### src/rtl/nlfsr_ctrl_pkg.sv
// Shared constants and FSM encoding for the masked TinyJAMBU state-update controller.
package nlfsr_ctrl_pkg;

    localparam int unsigned SHARES  = 4;
    localparam int unsigned STATE_W = 128;
    localparam int unsigned FB_W    = 32;
    localparam int unsigned STEP_W  = 6;

    localparam int unsigned TAP_47 = 47;
    localparam int unsigned TAP_70 = 70;
    localparam int unsigned TAP_85 = 85;
    localparam int unsigned TAP_91 = 91;

    // The core needs s[70 +: 32] and s[85 +: 32], i.e. the window s[116:70].
    localparam int unsigned CORE_X_W = TAP_85 + FB_W - TAP_70;

    typedef enum logic [1:0] {
        IDLE,
        COMPUTE,
        UPDATE,
        DONE
    } ctrl_state_e;

endpackage

### src/rtl/nlfsr_feedback_share.sv
// One share of the NLFSR step: linear taps + nand share + key word, then a 32-bit shift.
module nlfsr_feedback_share
    import nlfsr_ctrl_pkg::*;
(
    input  logic [STATE_W-1:0] s,
    input  logic [FB_W-1:0]    core_y,
    input  logic [FB_W-1:0]    key_word,
    output logic [STATE_W-1:0] s_next_c
);

    logic [FB_W-1:0] fb_c;

    always_comb begin
        fb_c     = s[FB_W-1:0] ^ s[TAP_47 +: FB_W] ^ s[TAP_91 +: FB_W] ^ core_y ^ key_word;
        s_next_c = {fb_c, s[STATE_W-1:FB_W]};
    end

endmodule

### src/rtl/nlfsr_state_ctrl_d3.sv
// Masked (4-share) TinyJAMBU state-update controller driving a multi-cycle nand core.
// Build option: NLFSR_CTRL_IDLE_ZERO_EN forces core_x to zero while IDLE or DONE.
module nlfsr_state_ctrl_d3
    import nlfsr_ctrl_pkg::*;
#(
    parameter int unsigned LATENCY   = 2,
    parameter int unsigned KEY_WORDS = 4
) (
    input  logic                clk,
    input  logic                rst,
    input  logic                load,
    input  logic [STATE_W-1:0]  state_in_s0,
    input  logic [STATE_W-1:0]  state_in_s1,
    input  logic [STATE_W-1:0]  state_in_s2,
    input  logic [STATE_W-1:0]  state_in_s3,
    input  logic [STATE_W-1:0]  key_s0,
    input  logic [STATE_W-1:0]  key_s1,
    input  logic [STATE_W-1:0]  key_s2,
    input  logic [STATE_W-1:0]  key_s3,
    input  logic                start,
    input  logic [STEP_W-1:0]   num_steps,
    output logic                busy,
    output logic                done,
    output logic [STATE_W-1:0]  state_out_s0,
    output logic [STATE_W-1:0]  state_out_s1,
    output logic [STATE_W-1:0]  state_out_s2,
    output logic [STATE_W-1:0]  state_out_s3,
    output logic [CORE_X_W-1:0] core_x_s0,
    output logic [CORE_X_W-1:0] core_x_s1,
    output logic [CORE_X_W-1:0] core_x_s2,
    output logic [CORE_X_W-1:0] core_x_s3,
    input  logic [FB_W-1:0]     core_y_s0,
    input  logic [FB_W-1:0]     core_y_s1,
    input  logic [FB_W-1:0]     core_y_s2,
    input  logic [FB_W-1:0]     core_y_s3,
    output logic                fresh_en
);

    localparam int unsigned WAIT_W = (LATENCY > 1) ? $clog2(LATENCY) : 1;
    localparam int unsigned KW_W   = (KEY_WORDS > 1) ? $clog2(KEY_WORDS) : 1;
    localparam int unsigned FB_SH  = $clog2(FB_W);

    ctrl_state_e         state_q, state_d;
    logic [STEP_W-1:0]   step_cnt_q, step_cnt_d;
    logic [STEP_W-1:0]   num_steps_q, num_steps_d;
    logic [WAIT_W-1:0]   wait_cnt_q, wait_cnt_d;
    logic                busy_q, busy_d;
    logic                done_q, done_d;
    logic                fresh_en_q, fresh_en_d;

    logic [STATE_W-1:0]  s_q [SHARES];
    logic [STATE_W-1:0]  s_d [SHARES];
    logic [STATE_W-1:0]  s_next_c [SHARES];
    logic [STATE_W-1:0]  state_in_a [SHARES];
    logic [STATE_W-1:0]  key_a [SHARES];
    logic [FB_W-1:0]     core_y_a [SHARES];
    logic [FB_W-1:0]     key_word_c [SHARES];
    logic [CORE_X_W-1:0] core_x_c [SHARES];
    logic [KW_W-1:0]     key_idx_c;

    assign state_in_a = '{state_in_s0, state_in_s1, state_in_s2, state_in_s3};
    assign key_a      = '{key_s0, key_s1, key_s2, key_s3};
    assign core_y_a   = '{core_y_s0, core_y_s1, core_y_s2, core_y_s3};

    // Key word for step j is word (j mod KEY_WORDS); the key port holds at most 4 words.
    assign key_idx_c = KW_W'(32'(step_cnt_q) % KEY_WORDS);

    for (genvar i = 0; i < SHARES; i++) begin : g_share
        assign key_word_c[i] = key_a[i][{key_idx_c, FB_SH'(0)} +: FB_W];

        nlfsr_feedback_share u_fb (
            .s        (s_q[i]),
            .core_y   (core_y_a[i]),
            .key_word (key_word_c[i]),
            .s_next_c (s_next_c[i])
        );

`ifdef NLFSR_CTRL_IDLE_ZERO_EN
        assign core_x_c[i] = (state_q == IDLE || state_q == DONE) ? '0 : s_q[i][TAP_70 +: CORE_X_W];
`else
        assign core_x_c[i] = s_q[i][TAP_70 +: CORE_X_W];
`endif
    end

    // Next-state, counters and state-share update.
    always_comb begin
        state_d     = state_q;
        step_cnt_d  = step_cnt_q;
        num_steps_d = num_steps_q;
        wait_cnt_d  = wait_cnt_q;
        for (int unsigned i = 0; i < SHARES; i++) begin
            s_d[i] = s_q[i];
        end

        case (state_q)
            IDLE: begin
                if (load) begin
                    for (int unsigned i = 0; i < SHARES; i++) begin
                        s_d[i] = state_in_a[i];
                    end
                end else if (start) begin
                    num_steps_d = num_steps;
                    step_cnt_d  = '0;
                    wait_cnt_d  = '0;
                    state_d     = (num_steps == '0) ? DONE : COMPUTE;
                end
            end
            COMPUTE: begin
                if (wait_cnt_q == WAIT_W'(LATENCY - 1)) begin
                    state_d = UPDATE;
                end else begin
                    wait_cnt_d = wait_cnt_q + WAIT_W'(1);
                end
            end
            UPDATE: begin
                for (int unsigned i = 0; i < SHARES; i++) begin
                    s_d[i] = s_next_c[i];
                end
                if (step_cnt_q == num_steps_q - STEP_W'(1)) begin
                    state_d = DONE;
                end else begin
                    step_cnt_d = step_cnt_q + STEP_W'(1);
                    wait_cnt_d = '0;
                    state_d    = COMPUTE;
                end
            end
            DONE: begin
                state_d = IDLE;
            end
            default: begin
                state_d = IDLE;
            end
        endcase

        // Status outputs are registered, so derive them from the state being entered.
        busy_d     = (state_d == COMPUTE) || (state_d == UPDATE);
        done_d     = (state_d == DONE);
        fresh_en_d = (state_d == COMPUTE);
    end

    always_ff @(posedge clk or negedge rst) begin
        if (!rst) begin
            state_q     <= IDLE;
            step_cnt_q  <= '0;
            num_steps_q <= '0;
            wait_cnt_q  <= '0;
            busy_q      <= 1'b0;
            done_q      <= 1'b0;
            fresh_en_q  <= 1'b0;
            for (int unsigned i = 0; i < SHARES; i++) begin
                s_q[i] <= '0;
            end
        end else begin
            state_q     <= state_d;
            step_cnt_q  <= step_cnt_d;
            num_steps_q <= num_steps_d;
            wait_cnt_q  <= wait_cnt_d;
            busy_q      <= busy_d;
            done_q      <= done_d;
            fresh_en_q  <= fresh_en_d;
            for (int unsigned i = 0; i < SHARES; i++) begin
                s_q[i] <= s_d[i];
            end
        end
    end

    assign busy         = busy_q;
    assign done         = done_q;
    assign fresh_en     = fresh_en_q;
    assign state_out_s0 = s_q[0];
    assign state_out_s1 = s_q[1];
    assign state_out_s2 = s_q[2];
    assign state_out_s3 = s_q[3];
    assign core_x_s0    = core_x_c[0];
    assign core_x_s1    = core_x_c[1];
    assign core_x_s2    = core_x_c[2];
    assign core_x_s3    = core_x_c[3];

endmodule

### config.mk
export PLATFORM = sky130hd
export DESIGN_NAME = nlfsr_state_ctrl_d3
export DESIGN_NICKNAME = d
export VERILOG_FILES = /design/src/rtl/nlfsr_ctrl_pkg.sv /design/src/rtl/nlfsr_feedback_share.sv /design/src/rtl/nlfsr_state_ctrl_d3.sv
export SDC_FILE = /design/constraint.sdc
export NUM_CORES = 2
export LEC_CHECK = 0
export BUFFER_PORTS_ARGS = -buffer_cell sky130_fd_sc_hd__buf_2
export CAP_MARGIN = 20
export CELL_PAD_IN_SITES_DETAIL_PLACEMENT = 0
export CELL_PAD_IN_SITES_GLOBAL_PLACEMENT = 1
export CORE_AREA = 2 2 718 720
export CTS_CLUSTER_DIAMETER = 40
export DETAILED_ROUTE_END_ITERATION = 16
export DIE_AREA = 0 0 720 722
export PLACE_DENSITY_LB_ADDON = 0.1
export SYNTH_ARGS = -nofsm -noshare
export SYNTH_HDL_FRONTEND = slang
export SYNTH_HIERARCHICAL = 1
export SYNTH_SLANG_ARGS = --single-unit
### constraint.sdc
create_clock -name clk -period 5.1 [get_ports clk]
set_input_delay 0.51 -clock clk [delete_from_list [all_inputs] [get_ports clk]]
set_output_delay 0.51 -clock clk [all_outputs]
set_load 0.03 [all_outputs]
==> impl_metrics.env <==
export IMPL_outcome="finished clean"
export IMPL_wl_per_cell_um=33.62
export IMPL_power_density_mw_per_mm2=870.0
export IMPL_antenna_left=0
export IMPL_clock_skew_ns=0.09617
export IMPL_clock_latency_ns=0.93
export IMPL_clock_sinks=530
export IMPL_grt_max_degree=167
export IMPL_via_count=39577
export IMPL_avgSynthCellArea_sq_um=8.988
export IMPL_grt_overflow_total=0
export IMPL_endpoint_kind="flop"
export IMPL_fin_nets=7085
export IMPL_coreArea_sq_mm=0.5117
export IMPL_cap_violations=0
export IMPL_timing_final_crit_share_pct=63.55
export IMPL_hp_start="state_in_s0[57]"
export IMPL_cts_tree="done"
export IMPL_crit_path_max_fanout=35
export IMPL_cp_data_required_time_ns=5.90
export IMPL_grt_pass1_vias=41487
export IMPL_cts_reportedPaths_clkPinSlew_ns=0.04
export IMPL_h_tree_depth=4
export IMPL_crit_arrival_ns=4.05
export IMPL_cts_buffers_inserted=218
export IMPL_io_buffers=1864
export IMPL_max_freq_mhz=308.5
export IMPL_rr_startpoint="step_cnt_q[1]"
export IMPL_die_w_um=720
export IMPL_wirelength_mm=433.3
export IMPL_relSlewSlack_pct=28.37
export IMPL_drtPass1Iterations=5
export IMPL_ir_drop_mv=0.3183
export IMPL_setup_viol=0
export IMPL_rows=263
export IMPL_synth_cell_types=39
export IMPL_postCtsSetupBuffers=0
export IMPL_critPathKind="reg2reg"
export IMPL_ys_seq_elements=530
export IMPL_drive_gt1_share_pct=40.00
export IMPL_crit_slowest_cell="dfrtp_4"
export IMPL_drc=0
export IMPL_gp_congestion=0.8667
export IMPL_track_usage_pct=16.05
export IMPL_maxSlewViolCount=0
export IMPL_cts_hold_fix_buffers=535
export IMPL_antenna_found_initial=262
export IMPL_rsz0062_at_grt="false"
export IMPL_syn_inst=4028
export IMPL_place_hpwl_mm=370.9
export IMPL_yosysWarnings=6
export IMPL_dp_slack_ns=1.829
export IMPL_start_kind="flop"
export IMPL_initial_core_util_pct=7.075
export IMPL_drt_iter0_drc=2555
export IMPL_setup_slack_ns=1.859
export IMPL_worst_pin_slew_ns=1.074
export IMPL_vias_per_cell=3.072
export IMPL_cp_cell_sequence="buf_4, mux4_2, xor2_1, xnor2_1, nand2_1, a31oi_1, dlygate4sd3_1"
export IMPL_startpoint="step_cnt_q[1]"
export IMPL_dieHeight_um=722
export IMPL_syn_nets=5194
export IMPL_area_delta_synth_final_pct=72.00
export IMPL_ioPinCount=1865
export IMPL_yosysSeqAreaShare_pct=36.63
export IMPL_period_minus_slack_ns=3.241
export IMPL_dieArea_sq_mm=0.5198
export IMPL_cts_root_buffer="clkbuf_16"
export IMPL_crit_path_max_incr_delay_ns=0.77
export IMPL_min_path_type="in2reg"
export IMPL_netlist_area_sq_mm=0.03620
export IMPL_grt_first_pass_wirelength_mm=529.9
export IMPL_hold_viol_final=0
export IMPL_cts_resized=0
export IMPL_power_leakage_nw=27.07
export IMPL_max_clock_path_buffers=4
export IMPL_finalSetupTns_ns=0
-- stage by stage --
stage / std cells / hold WS (ns) / power [W] / instance area (sq um) / util [%]
final: 12885 / 0.08408 / 0.05417 / 62270 / 12.17
after global routing: 12856 / 0.05085 / 0.05714 / 62200 / 12.15
after CTS: 12847 / 0.001886 / 0.05606 / 62170 / 12.15
after detailed placement: 11921 / 0.5404 / 0.04205 / 49690 / 9.710
after global placement: 11920 / 0.5556 / 0.04219 / 49670 / 9.707
after floorplan: 4028 / 0.2144 / 0.02768 / 36200 / -
-- synthesized netlist by cell type, drive strengths merged --
cell type,instances,share of area (%)
xnor2,128,3.1
inv,6,0.062
dfrtp,530,37
nor4,1,0.017
or3,5,0.086
nand3,8,0.11
nand2b,7,0.12
and3,3,0.052
buf,649,13
o211ai,1,0.021
a21boi,1,0.021
nor3b,2,0.041
mux2i,2,0.055
nand3b,1,0.021
nand2,1046,11
a31oi,517,8.9
o31a,1,0.024
clkbuf,185,1.9
nor4b,1,0.024
nor2,518,5.4
nor3,4,0.055
mux4,128,8.0
o21a,2,0.041
xor2,132,3.2
xnor3,128,8.0
o211a,2,0.055
o21ai,7,0.097
or2,2,0.035
a21oi,3,0.041
ha,4,0.14
a21o,1,0.021
a211o,1,0.024
o22ai,1,0.017
nand4,1,0.017
-- per-layer routing --
| metal | track usage [%] | wire (um) | share of wire [%] |
|---|---|---|---|
| met1 | 18.29 | 167900 | 39 |
| met2 | 28.73 | 217000 | 50 |
| met4 | 3.523 | 10870 | 2.5 |
| met3 | 5.501 | 37040 | 8.5 |
| met5 | 0 | 426 | 0.098 |
-- flip-flops by register name, indices dropped and copies added, names as in the netlist --
signal        cells
busy              1
done              1
fresh_en          1
num_steps_q       6
state_out_s0    128
state_out_s1    128
state_out_s2    128
state_out_s3    128
state_q           2
step_cnt_q        6
wait_cnt_q        1
-- layout by cell type (no fill, tap or decap), types with 3 or more instances in the layout --
cell type / n
a21oi_1: 3
a31oi_1: 517
and3_1: 3
buf_12: 17
buf_2: 1863
buf_4: 89
clkbuf_1: 63
clkbuf_16: 219
clkbuf_8: 67
clkinv_16: 9
clkinv_2: 29
dfrtp_1: 526
diode_2: 38
dlygate4sd3_1: 535
ha_1: 4
inv_1: 5
mux4_2: 128
nand2_1: 1046
nand2b_1: 6
nand3_1: 8
nor2_1: 516
nor3_1: 4
o21ai_1: 5
or3_1: 5
xnor2_1: 128
xnor3_1: 128
xor2_1: 131
-- cells by family after synthesis --
kind of cell	share of synthesized area (%)
flip-flops	36.63
XOR/XNOR	14.25
buffers and inverters	14.86
AND/OR/NAND/NOR	16.80
AO/OA/AOI/OAI	9.297
multiplexers	8.018
adder cells (fa/ha/maj)	0.1382
-- worst max-delay path, delay by kind of cell (launching register included) --
kind	cells	cell delay, ns
buffers and inverters	2	1.14
AND/OR/NAND/NOR	1	0.09
multiplexers	1	0.42
flip-flops	1	0.77
XOR/XNOR	2	0.40
AO/OA/AOI/OAI	1	0.18
-- path summary, 6_finish.rpt --
kind / to / slack (ns) / cells after the start
setup / recovery: state_out_s2[115] / 1.86 / 7
hold / removal: state_out_s0[57] / 0.08 / 3
setup reg to reg: state_out_s2[115] / 1.86 / 7
hold reg to reg: state_out_s2[95] / 0.53 / 2
max in group asynchronous: state_out_s1[36] / 3.50 / 3
min in group asynchronous: state_out_s2[34] / 0.23 / 2
-- report_power, final --
part	total [W]	switching, W	internal [W]	leakage (nW)
clock network	0.0129	0.00403	0.00883	3.51
registers	0.0132	0.00695	0.00626	5.87
logic	0.0281	0.0186	0.00949	17.7
total	0.0542	0.0296	0.0246	27.1
-- area by class of cell --
cell class | instances | area (sq um)
repair buffers | 2505 | 15700
clock buffers | 349 | 6639
inverters | 6 | 22.52
fillers | 59096 | 449400
clock inverters | 42 | 493.0
diodes | 38 | 95.09
flip-flops and latches | 530 | 13270
well taps | 6757 | 8454
multi-input cells | 2658 | 17590
Note: power is estimated with default switching activity, not from simulation.
